**src/rtl/instr_fetch.sv**
```systemverilog
`default_nettype none
// ============================================================================
//  Module      : instr_fetch
//  Description : Instruction fetch unit. Requests a word from instruction
//                memory, holds it for the decoder until it is retired, then
//                advances the PC (sequential, jump, register jump, branch).
//  Revision    : 1.0 - initial release
// ============================================================================
module instr_fetch #(
    parameter logic [31:0] RESET_PC = 32'h0000_0000
) (
    input  logic        clk,
    input  logic        rst_n,
    output logic        mem_req,
    output logic [31:0] mem_addr,
    input  logic        mem_ack,
    input  logic [31:0] mem_rdata,
    output logic [31:0] instruction,
    output logic        instr_valid,
    input  logic        instr_ready,
    output logic [31:0] pc,
    output logic [31:0] pc_plus4,
    input  logic        is_jump,
    input  logic        is_branch,
    input  logic        jump_reg,
    input  logic        branch_taken,
    input  logic [25:0] addr26,
    input  logic [15:0] imm16,
    input  logic [31:0] jr_target,
    output logic [31:0] instr_count
);

    typedef enum logic [1:0] {
        S_IDLE  = 2'd0,
        S_FETCH = 2'd1,
        S_HOLD  = 2'd2
    } state_t;

    localparam logic [31:0] c_PC_STEP = 32'd4;

    state_t      r_state;
    logic [31:0] r_pc;
    logic [31:0] r_instruction;
    logic [31:0] r_instr_count;
    logic        r_mem_req;
    logic        r_instr_valid;

    logic [31:0] w_pc_plus4;
    logic [31:0] w_branch_off;
    logic [31:0] w_next_pc;
    logic        w_unused;

    assign w_pc_plus4   = r_pc + c_PC_STEP;
    assign w_branch_off = {{14{imm16[15]}}, imm16, 2'b00};
    // Register jumps force word alignment, so the low target bits are dropped.
    assign w_unused     = ^jr_target[1:0];

    always_comb begin
        w_next_pc = w_pc_plus4;
        if (jump_reg) begin
            w_next_pc = {jr_target[31:2], 2'b00};
        end else if (is_jump) begin
            w_next_pc = {w_pc_plus4[31:28], addr26, 2'b00};
        end else if (is_branch && branch_taken) begin
            w_next_pc = w_pc_plus4 + w_branch_off;
        end
    end

    always_ff @(posedge clk or negedge rst_n) begin
        if (!rst_n) begin
            r_state       <= S_IDLE;
            r_pc          <= RESET_PC;
            r_instruction <= 32'h0;
            r_instr_count <= 32'h0;
            r_mem_req     <= 1'b0;
            r_instr_valid <= 1'b0;
        end else begin
            case (r_state)
                S_IDLE: begin
                    r_state   <= S_FETCH;
                    r_mem_req <= 1'b1;
                end
                S_FETCH: begin
                    if (mem_ack) begin
                        r_instruction <= mem_rdata;
                        r_state       <= S_HOLD;
                        r_mem_req     <= 1'b0;
                        r_instr_valid <= 1'b1;
                    end
                end
                S_HOLD: begin
                    // Redirect controls only matter on the retire edge.
                    if (instr_ready) begin
                        r_pc          <= w_next_pc;
                        r_instr_count <= r_instr_count + 32'd1;
                        r_state       <= S_FETCH;
                        r_mem_req     <= 1'b1;
                        r_instr_valid <= 1'b0;
                    end
                end
                default: begin
                    r_state       <= S_IDLE;
                    r_mem_req     <= 1'b0;
                    r_instr_valid <= 1'b0;
                end
            endcase
        end
    end

    assign mem_req     = r_mem_req;
    assign mem_addr    = r_pc;
    assign instruction = r_instruction;
    assign instr_valid = r_instr_valid;
    assign pc          = r_pc;
    assign pc_plus4    = w_pc_plus4;
    assign instr_count = r_instr_count;

endmodule
`default_nettype wire

```
**config.mk**
```make
export PLATFORM = sky130hd
export DESIGN_NAME = instr_fetch
export DESIGN_NICKNAME = d
export VERILOG_FILES = /design/src/rtl/instr_fetch.sv
export SDC_FILE = /design/constraint.sdc
export NUM_CORES = 1
export LEC_CHECK = 0
export ABC_AREA = 1
export BUFFER_PORTS_ARGS = -buffer_cell sky130_fd_sc_hd__buf_2
export CAP_MARGIN = 10
export CORE_UTILIZATION = 47
export DETAILED_ROUTE_END_ITERATION = 10
export GPL_ROUTABILITY_DRIVEN = 0
export PLACE_DENSITY_LB_ADDON = 0.25
export SLEW_MARGIN = 30
export SYNTH_ARGS = -nofsm -noshare
export SYNTH_HDL_FRONTEND = slang
export SYNTH_SLANG_ARGS = --single-unit
```
**constraint.sdc**
```tcl
create_clock -name clk -period 2.8 [get_ports clk]
set_clock_uncertainty 0.1 [all_clocks]
set_input_delay 0.14 -clock clk [delete_from_list [all_inputs] [get_ports clk]]
set_output_delay 0.14 -clock clk [all_outputs]
set_load 0.1 [all_outputs]
```
==> results of run 1 <==
[critical path: cells and delay by family (launching register included)]
family	cells	cell delay, ps
buf+inv	6	680
flops	1	460
xor+xnor	1	180
compound gates	1	40
simple gates	14	1280
fa+ha+maj	1	350
[kinds of logic (layout without fill, tap and decap cells)]
group | after synthesis | after routing
adders and majority gates | 38 | 38
muxes | 32 | 32
AOI/OAI and AO/OA | 109 | 109
DFF | 97 | 97
other | 1 | 8
and+or+nand+nor | 658 | 658
xor gates and xnor gates | 50 | 50
buffers and inverters | 215 | 679
[worst max path at each step]
| stage | to | depth (start not counted) | startpoint |
|---|---|---|---|
| floorplan | mem_addr[22] | 18 | mem_addr[2] |
| global placement | mem_addr[26] | 20 | mem_addr[2] |
| detailed placement | mem_addr[26] | 20 | mem_addr[2] |
| CTS | mem_addr[26] | 23 | mem_addr[2] |
| global route | mem_addr[29] | 20 | mem_addr[8] |
| finish | mem_addr[26] | 23 | mem_addr[2] |
[cell type report]
cell class / count / share of cell area (%)
antenna: 2 / 0.0387
inverter: 157 / 4.70
tap: 220 / 2.13
sequential: 97 / 18.9
multi-input combinational: 893 / 46.1
clock buffer: 9 / 1.74
clock inverter: 7 / 0.561
timing repair buffer: 506 / 25.7
[per-layer routing]
layer / track usage (%) / part of all wire [%] / up-vias
li1: - / - / 4684
met3: 5.98 / 8.8 / 135
met2: 61.6 / 48 / 597
met1: 44.4 / 38 / 4759
met5: 0 / 0.033 / -
met4: 17.8 / 5.0 / 2
[flip-flops by register name, summed over array words and instances (netlist names)]
register,cells
instr_valid,1
mem_addr,30
instruction,32
r_state,2
instr_count,32
[layout by cell type (no fill, tap or decap), types with 20 or more instances in the layout]
cell type,synthesis,layout
a21oi_1,48,32
buf_2,5,264
buf_4,36,183
dfrtp_1,97,81
dlygate4sd3_1,0,40
ha_4,0,26
inv_1,156,139
mux2_2,32,32
nand2_1,392,323
nand2_2,1,50
nand2_4,0,20
nand3_1,64,44
nand3_2,4,21
nor2_1,139,105
nor2_4,5,25
xor2_1,32,24
[per-stage QoR]
| stage | instances | cell area [um2] | hold WS [ps] |
|---|---|---|---|
| global route | 1891 | 12900 | 5.27 |
| CTS | 1884 | 12700 | 9.66 |
| finish | 1891 | 12900 | -6.35 |
| global placement | 1808 | 11000 | 89.2 |
| floorplan | 1205 | 8400 | -256 |
| detailed placement | 1808 | 11000 | 88.8 |
[timing repair]
item / in CTS / in global routing
gates resized for setup: 204 / 49
endpoints found under the setup margin: 26 / 32
setup buffers: 21 / 5
pin swaps: 83 / 49
endpoints found under the hold margin: 83 / 0
hold buffers: 40 / 0
==> impl_metrics.env, run 1 <==
export IMPL_place_hpwl_um=22500
export IMPL_multiInputGateArea_mm2=0.00597
export IMPL_worst_r2r_cell_count=23
export IMPL_cp_arrival_ps=3360
export IMPL_yosysSeqAreaShare_pct=30.1
export IMPL_rsz0062_at_grt="yes"
export IMPL_hold_depth=3
export IMPL_synth_simple_area_share_pct=34.6
export IMPL_drv_slew=0
export IMPL_drt_pre_antenna_iters=6
export IMPL_crit_path_end_kind="flip-flop"
export IMPL_tightest_slew_ps=858
export IMPL_ys_top_cells_by_area="dfrtp_1 (30%), nand2_1 (18%), inv_1 (7.3%)"
export IMPL_cpMostUsedCell="nor2_4"
export IMPL_critPathMaxStageDelay_ps=460
export IMPL_utilization_pct=77.8
export IMPL_grt_pass1_wl_um=50100
export IMPL_holdCritStartpoint="jr_target[4]"
export IMPL_fin_hold_ws_ps=-6.35
export IMPL_ant_nets=0
export IMPL_grt_use_total_pct=36.2
export IMPL_worst_ep_required_time_ps=2940
export IMPL_clock_latency_ps=350
export IMPL_rows=47
export IMPL_synth_xor_area_share_pct=5.43
export IMPL_dr_total_vias=10200
export IMPL_fin_crit_sh_pct=115
export IMPL_worstSetupStartpointType="flip-flop"
export IMPL_synth_compound_area_share_pct=7.57
export IMPL_cts_tree="yes"
export IMPL_detail_route_wl_per_cell_um=17.5
export IMPL_synth_top_family_by_area="simple AND/OR/NAND/NOR gates"
export IMPL_synthFlopType="dfrtp_1"
export IMPL_die_height_um=133
export IMPL_antenna_found_initial=3
export IMPL_fmax_mhz=311
export IMPL_worst_slack_ps=-420
export IMPL_portBuffers=267
export IMPL_ff2ff_setup_slack_ps=-420
export IMPL_grt_pass1_vias=9819
export IMPL_maxCapViolations=0
export IMPL_die_area_mm2=0.0177
export IMPL_crit_chain="buf_6 -> clkinvlp_4 -> nor2_4 -> nand2_4 -> nor2_4 -> xnor2_4 -> clkinvlp_4 -> ha_4 -> nand2_2 -> nand2_2 -> inv_1 -> nor2_4 -> nor2_4 -> buf_4 -> nor2_4 -> buf_6 -> o21ai_4 -> nand3_1 -> nand2_1 -> nand3_1 -> nand2_2 -> nand2_1 -> nand2_1"
export IMPL_syn_instance_count=1200
export IMPL_path_class="flip-flop to flip-flop"
export IMPL_ys_warn_count=0
export IMPL_clock_sinks=97
export IMPL_synth_area_mm2=0.00806
export IMPL_ctsRootBufferMaster="clkbuf_16"
export IMPL_cp_slowest_cell="dfrtp_4"
export IMPL_num_fill_cells=1101
export IMPL_syn_to_final_growth_pct=60.6
export IMPL_avgSynthCellArea_um2=6.72
export IMPL_setup_violations=27
export IMPL_synth_most_common_cell="nand2_1"
export IMPL_synth_top_cells_by_count="nand2_1 (392), inv_1 (156), nor2_1 (139), dfrtp_1 (97), nand3_1 (64)"
export IMPL_ys_types=48
export IMPL_grt_ovfl_total=0
export IMPL_core_area_mm2=0.0166
export IMPL_cts_max_path_buffers=2
export IMPL_initial_core_util_pct=48.4
export IMPL_clkTransAtPathRegs_ps=80
export IMPL_synth_seq_cells=97
export IMPL_path_max_fanout=4
export IMPL_grt_max_degree=54
export IMPL_outcome="complete, but fails checks"
export IMPL_r2r_start="mem_addr[2]"
export IMPL_drc_errors=0
export IMPL_hold_end="mem_addr[4]"
export IMPL_totalWireLength_um=33200
export IMPL_slew_headroom_pct=42.8
export IMPL_dieWidth_um=133
export IMPL_drt_initial_drc_count=816
export IMPL_drive_gt1_share_pct=46.0
export IMPL_yosys_area_top_type="dfrtp_1"
export IMPL_failed_checks="hold timing, setup timing"
export IMPL_netlist_area_leader_share_pct=30.1
export IMPL_period_needed_ps=3220
export IMPL_via_per_inst=5.38
export IMPL_hold_viol=1
export IMPL_r2r_end="mem_addr[26]"
export IMPL_synthArstFlopShare_pct=100
export IMPL_synth_edf_count=0
export IMPL_io_pins=276
export IMPL_regArea_mm2=0.00245
export IMPL_pre_cts_slack_ps=-591
export IMPL_hp_class="input port to flip-flop"
export IMPL_final_net_count=1816
export IMPL_synthMuxAreaShare_pct=4.47
export IMPL_synth_fa_ha_area_share_pct=5.99
export IMPL_numCtsBuffers=9
export IMPL_htreeDepth=3
export IMPL_setup_tns_ps=-8040
Power of run 1 is left out: the tool's default activity adds up to more than one toggle a clock period on the data nets, which glitch-free logic cannot reach.
==> run 2: changes to the inputs <==
--- a/config.mk
+++ b/config.mk
@@ -8,7 +8,7 @@
 export ABC_AREA = 1
 export BUFFER_PORTS_ARGS = -buffer_cell sky130_fd_sc_hd__buf_2
 export CAP_MARGIN = 10
-export CORE_UTILIZATION = 47
+export CORE_UTILIZATION = 29
 export DETAILED_ROUTE_END_ITERATION = 10
 export GPL_ROUTABILITY_DRIVEN = 0
 export PLACE_DENSITY_LB_ADDON = 0.25
==> run 2 against run 1 <==
The flow finishes with violations (setup timing). Fmax rose by 3.7%. Via count fell by 8.1%. First-iteration DRC count fell by 55%. Setup slack improved by 110 ps. Critical path depth fell by 2. Non-clock buffer count rose by 1. Core utilization fell by 30 points.
==> impl_metrics.env, run 2 (synthesis results as in run 1) <==
export IMPL_cts_max_path_buffers=2
export IMPL_period_needed_ps=3110
export IMPL_ff2ff_setup_slack_ps=-310
export IMPL_place_hpwl_um=24800
export IMPL_core_area_mm2=0.0271
export IMPL_use_met3_pct=4.30
export IMPL_totalWireLength_um=31600
export IMPL_multiInputGateArea_mm2=0.00589
export IMPL_rsz0062_at_grt="yes"
export IMPL_grt_ovfl_total=0
export IMPL_slew_headroom_pct=46.3
export IMPL_drive_gt1_share_pct=45.6
export IMPL_path_class="flip-flop to flip-flop"
export IMPL_hold_viol=0
export IMPL_rows=60
export IMPL_ant_nets=0
export IMPL_regArea_mm2=0.00245
export IMPL_grt_max_degree=46
export IMPL_num_fill_cells=2674
export IMPL_portBuffers=267
export IMPL_path_max_fanout=5
export IMPL_drt_pre_antenna_iters=5
export IMPL_clock_sinks=97
export IMPL_tightest_slew_ps=805
export IMPL_die_area_mm2=0.0285
export IMPL_hp_class="input port to flip-flop"
export IMPL_die_height_um=169
export IMPL_numCtsBuffers=9
export IMPL_drc_errors=0
export IMPL_worst_slack_ps=-305
export IMPL_fmax_mhz=322
export IMPL_layout_common_cells="nand2_1 (337), buf_2 (261), buf_4 (189)"
export IMPL_grt_pass1_vias=9281
export IMPL_drv_slew=0
export IMPL_ctsRootBufferMaster="clkbuf_16"
export IMPL_grt_use_met1_pct=27.6
export IMPL_met2_usage_pct=38.4
export IMPL_worst_ep_required_time_ps=2940
export IMPL_worstSetupStartpointType="flip-flop"
export IMPL_outcome="complete, but fails checks"
export IMPL_via_per_inst=4.57
export IMPL_antenna_found_initial=7
export IMPL_pre_cts_slack_ps=-741
export IMPL_htreeDepth=3
export IMPL_grt_pass1_wl_um=48700
export IMPL_drt_initial_drc_count=364
export IMPL_maxCapViolations=0
export IMPL_cp_arrival_ps=3240
export IMPL_final_net_count=1817
export IMPL_cts_tree="yes"
export IMPL_failed_checks="setup timing"
export IMPL_initial_core_util_pct=29.7
export IMPL_busiest_layer="met2"
export IMPL_final_common_cell="nand2_1"
export IMPL_io_pins=276
export IMPL_clkTransAtPathRegs_ps=80
export IMPL_dieWidth_um=169
export IMPL_grt_use_total_pct=22.1
export IMPL_clock_latency_ps=340
export IMPL_detail_route_wl_per_cell_um=15.5
export IMPL_setup_violations=22
export IMPL_syn_to_final_growth_pct=62.2
export IMPL_fin_crit_sh_pct=111
export IMPL_crit_path_end_kind="flip-flop"
export IMPL_dr_total_vias=9352
[run 2: worst max-delay path, cell delays in order, from the launching register on]
cell	delay, ps
dfrtp_2	390
buf_6	140
nand2_1	100
nor2_4	150
nand2_4	90
nor2_4	160
nand3_2	90
xor2_1	160
buf_4	150
clkinvlp_4	100
ha_4	310
nand2_2	130
nor2_2	140
nand2_1	80
nor2_1	100
nand2_1	80
nand4_1	100
nand3_1	100
nand2_1	130
nand2_1	70
nand2_1	60
nand2_1	50
[run 2: worst paths after layout]
| kind | from | to | cells after the start |
|---|---|---|---|
| max reg2reg | mem_addr[9] | mem_addr[24] | 21 |
| max in group asynchronous | rst_n | instr_valid | 4 |
| min in group asynchronous | rst_n | instr_count[22] | 2 |
| min | jr_target[19] | mem_addr[19] | 5 |
| max | mem_addr[9] | mem_addr[24] | 21 |
| min reg2reg | instr_count[31] | instr_count[31] | 1 |
[run 2: final cells by class]
type                       count  share of cell area [%]
tap                          372                    3.56
sequential                    97                    18.8
clock buffer                   9                    1.72
multi-input combinational    893                    45.0
clock inverter                 7                   0.603
antenna                        3                  0.0574
timing repair buffer         507                    25.6
inverter                     157                    4.65
[run 2: through the flow]
stage / setup TNS, ps / hold WS (ps) / utilization, % / cells / area, um2
2_1_floorplan: -28280 / -256 / - / 1205 / 8400
6_report: -4690 / 27.6 / 48.3 / 2045 / 13100
3_3_place_gp: -8790 / 76.7 / 41.6 / 1967 / 11300
3_5_place_dp: -9540 / 79.2 / 41.6 / 1967 / 11300
5_1_grt: -9370 / 25.5 / 48.2 / 2043 / 13100
4_1_cts: -4000 / 21.2 / 47.0 / 2036 / 12700
[run 2: what timing repair did]
action	4_1_cts	5_1_grt
hold endpoints to repair	79	0
hold buffers	41	0
pin swaps	63	46
buffers inserted	13	6
gates resized for setup	162	74
gates cloned	0	0
setup endpoints to repair	24	31
[run 2: layer usage]
layer,part of all wire [%],up-vias
li1,-,4674
met1,44,4348
met2,48,269
met3,6.1,53
met4,2.1,8
met5,0.12,-
Power of run 2 is left out for the same reason.
==> run 3: changes to the inputs <==
--- a/config.mk
+++ b/config.mk
@@ -12,6 +12,7 @@
 export DETAILED_ROUTE_END_ITERATION = 10
 export GPL_ROUTABILITY_DRIVEN = 0
 export PLACE_DENSITY_LB_ADDON = 0.25
+export SETUP_SLACK_MARGIN = 0.02
 export SLEW_MARGIN = 30
 export SYNTH_ARGS = -nofsm -noshare
 export SYNTH_HDL_FRONTEND = slang
==> run 3 against run 2 <==
The flow still finishes with violations (setup timing). Wire length hardly changed. Global-route usage stayed put. Register-to-register slack hardly changed. Largest cell class unchanged. Core utilization hardly changed.
==> impl_metrics.env, run 3 (synthesis results as in run 1) <==
export IMPL_drive_gt1_share_pct=45.5
export IMPL_num_fill_cells=2676
export IMPL_ff2ff_setup_slack_ps=-310
export IMPL_critical_path_top_delay_family="simple AND/OR/NAND/NOR gates"
export IMPL_syn_to_final_growth_pct=62.2
export IMPL_die_area_mm2=0.0285
export IMPL_clkTransAtPathRegs_ps=80
export IMPL_rsz0062_at_grt="yes"
export IMPL_maxCapViolations=0
export IMPL_place_hpwl_um=24800
export IMPL_r2r_start="mem_addr[9]"
export IMPL_worst_slack_ps=-306
export IMPL_cts_max_path_buffers=2
export IMPL_critPathMaxStageDelay_ps=390
export IMPL_period_needed_ps=3110
export IMPL_grt_max_degree=46
export IMPL_grt_ovfl_total=0
export IMPL_holdCritStartpoint="jr_target[19]"
export IMPL_totalWireLength_um=31600
export IMPL_cts_tree="yes"
export IMPL_initial_core_util_pct=29.7
export IMPL_fmax_mhz=322
export IMPL_rows=60
export IMPL_cp_buffers_inverters=4
export IMPL_tightest_slew_ps=825
export IMPL_crit_path_end_kind="flip-flop"
export IMPL_antenna_found_initial=7
export IMPL_hold_end="mem_addr[19]"
export IMPL_numCtsBuffers=9
export IMPL_die_height_um=169
export IMPL_placed_area_mm2=0.0113
export IMPL_grt_use_total_pct=22.1
export IMPL_worst_r2r_cell_count=22
export IMPL_path_class="flip-flop to flip-flop"
export IMPL_io_pins=276
export IMPL_ant_nets=0
export IMPL_fin_hold_ws_ps=27.7
export IMPL_cp_arrival_ps=3240
export IMPL_drt_initial_drc_count=351
export IMPL_fin_crit_sh_pct=111
export IMPL_hold_depth=5
export IMPL_ctsRootBufferMaster="clkbuf_16"
export IMPL_detail_route_wl_per_cell_um=15.4
export IMPL_drc_errors=0
export IMPL_cp_slowest_cell="dfrtp_2"
export IMPL_final_net_count=1817
export IMPL_setup_violations=22
export IMPL_hp_class="input port to flip-flop"
export IMPL_grt_pass1_wl_um=48700
export IMPL_crit_chain="buf_6 -> nand2_1 -> nor2_4 -> nand2_4 -> nor2_4 -> nand3_4 -> buf_4 -> o21bai_2 -> nand2_2 -> inv_2 -> ha_4 -> nand2_1 -> nor2_2 -> buf_4 -> a21oi_1 -> nand3_1 -> nand2_1 -> nand3_1 -> nand2_1 -> nand2_1 -> nand2_1 -> nand2_1"
export IMPL_portBuffers=267
export IMPL_utilization_pct=48.3
export IMPL_failed_checks="setup timing"
export IMPL_drt_pre_antenna_iters=4
export IMPL_grt_pass1_vias=9281
export IMPL_final_common_cell="nand2_1"
export IMPL_dr_total_vias=9352
export IMPL_via_per_inst=4.57
export IMPL_path_max_fanout=6
export IMPL_core_area_mm2=0.0271
export IMPL_htreeDepth=3
export IMPL_cpMostUsedCell="nand2_1"
export IMPL_slew_headroom_pct=44.9
export IMPL_final_area_mm2=0.0131
export IMPL_dieWidth_um=169
export IMPL_r2r_end="mem_addr[27]"
export IMPL_hold_viol=0
export IMPL_worstSetupStartpointType="flip-flop"
export IMPL_clock_latency_ps=340
export IMPL_outcome="complete, but fails checks"
export IMPL_drv_slew=0
export IMPL_worst_ep_required_time_ps=2940
export IMPL_clock_sinks=97
export IMPL_layout_common_cells="nand2_1 (337), buf_2 (260), buf_4 (189)"
## run 3: cell counts in the layout (fill, tap and decap cells not counted)
No cell type changed its count.
## run 3: layout make-up
cell class | instances | area (um2) | area share [%]
Antenna cell | 3 | 7.51 | 0.0574
Clock buffer | 9 | 225 | 1.72
Clock inverter | 7 | 78.8 | 0.603
Inverter | 157 | 608 | 4.65
Multi-Input combinational cell | 893 | 5880 | 45.0
Sequential cell | 97 | 2450 | 18.8
Tap cell | 372 | 465 | 3.56
Timing Repair Buffer | 507 | 3360 | 25.7
## run 3: worst register-to-register path: stages (launching register included)
cell      delay, ps
dfrtp_2         390
buf_6           140
nand2_1         110
nor2_4          150
nand2_4          90
nor2_4          170
nand3_4         120
buf_4           150
o21bai_2        120
nand2_2         100
inv_2           100
ha_4            230
nand2_1         130
nor2_2           70
buf_4           130
a21oi_1         190
nand3_1         100
nand2_1          70
nand3_1         100
nand2_1          90
nand2_1          50
nand2_1          70
nand2_1          50
## run 3: timing repair
| action | 4_1_cts | 5_1_grt |
|---|---|---|
| endpoints found under the hold margin | 79 | 0 |
| hold buffers | 41 | 0 |
| buffers inserted | 13 | 6 |
| pin swaps | 64 | 46 |
| endpoints found under the setup margin | 25 | 30 |
| gates resized for setup | 166 | 72 |
## run 3: worst max path at each step
stage,startpoint,to,slack [ps],cells past startpoint
after detailed placement,mem_addr[2],mem_addr[19],-740,23
final,mem_addr[9],mem_addr[27],-310,22
after floorplan,mem_addr[2],mem_addr[22],-1160,18
after CTS,mem_addr[2],mem_addr[31],-290,23
after global routing,mem_addr[2],mem_addr[31],-510,24
after global placement,mem_addr[2],mem_addr[19],-700,23
## run 3: layer usage
metal / wire length (um) / global-route usage, %
met1: 13700 / 27.6
met2: 15200 / 38.3
met3: 1970 / 4.30
met4: 699 / 6.52
met5: 38 / 0
## run 3: stage by stage
| step | instances | TNS (ps) | setup WS (ps) |
|---|---|---|---|
| detailed placement | 1967 | -9540 | -741 |
| global route | 2043 | -9420 | -511 |
| CTS | 2036 | -3980 | -291 |
| floorplan | 1205 | -28280 | -1160 |
| finish | 2045 | -4760 | -306 |
| global placement | 1967 | -8790 | -698 |
Power of run 3 is left out for the same reason.
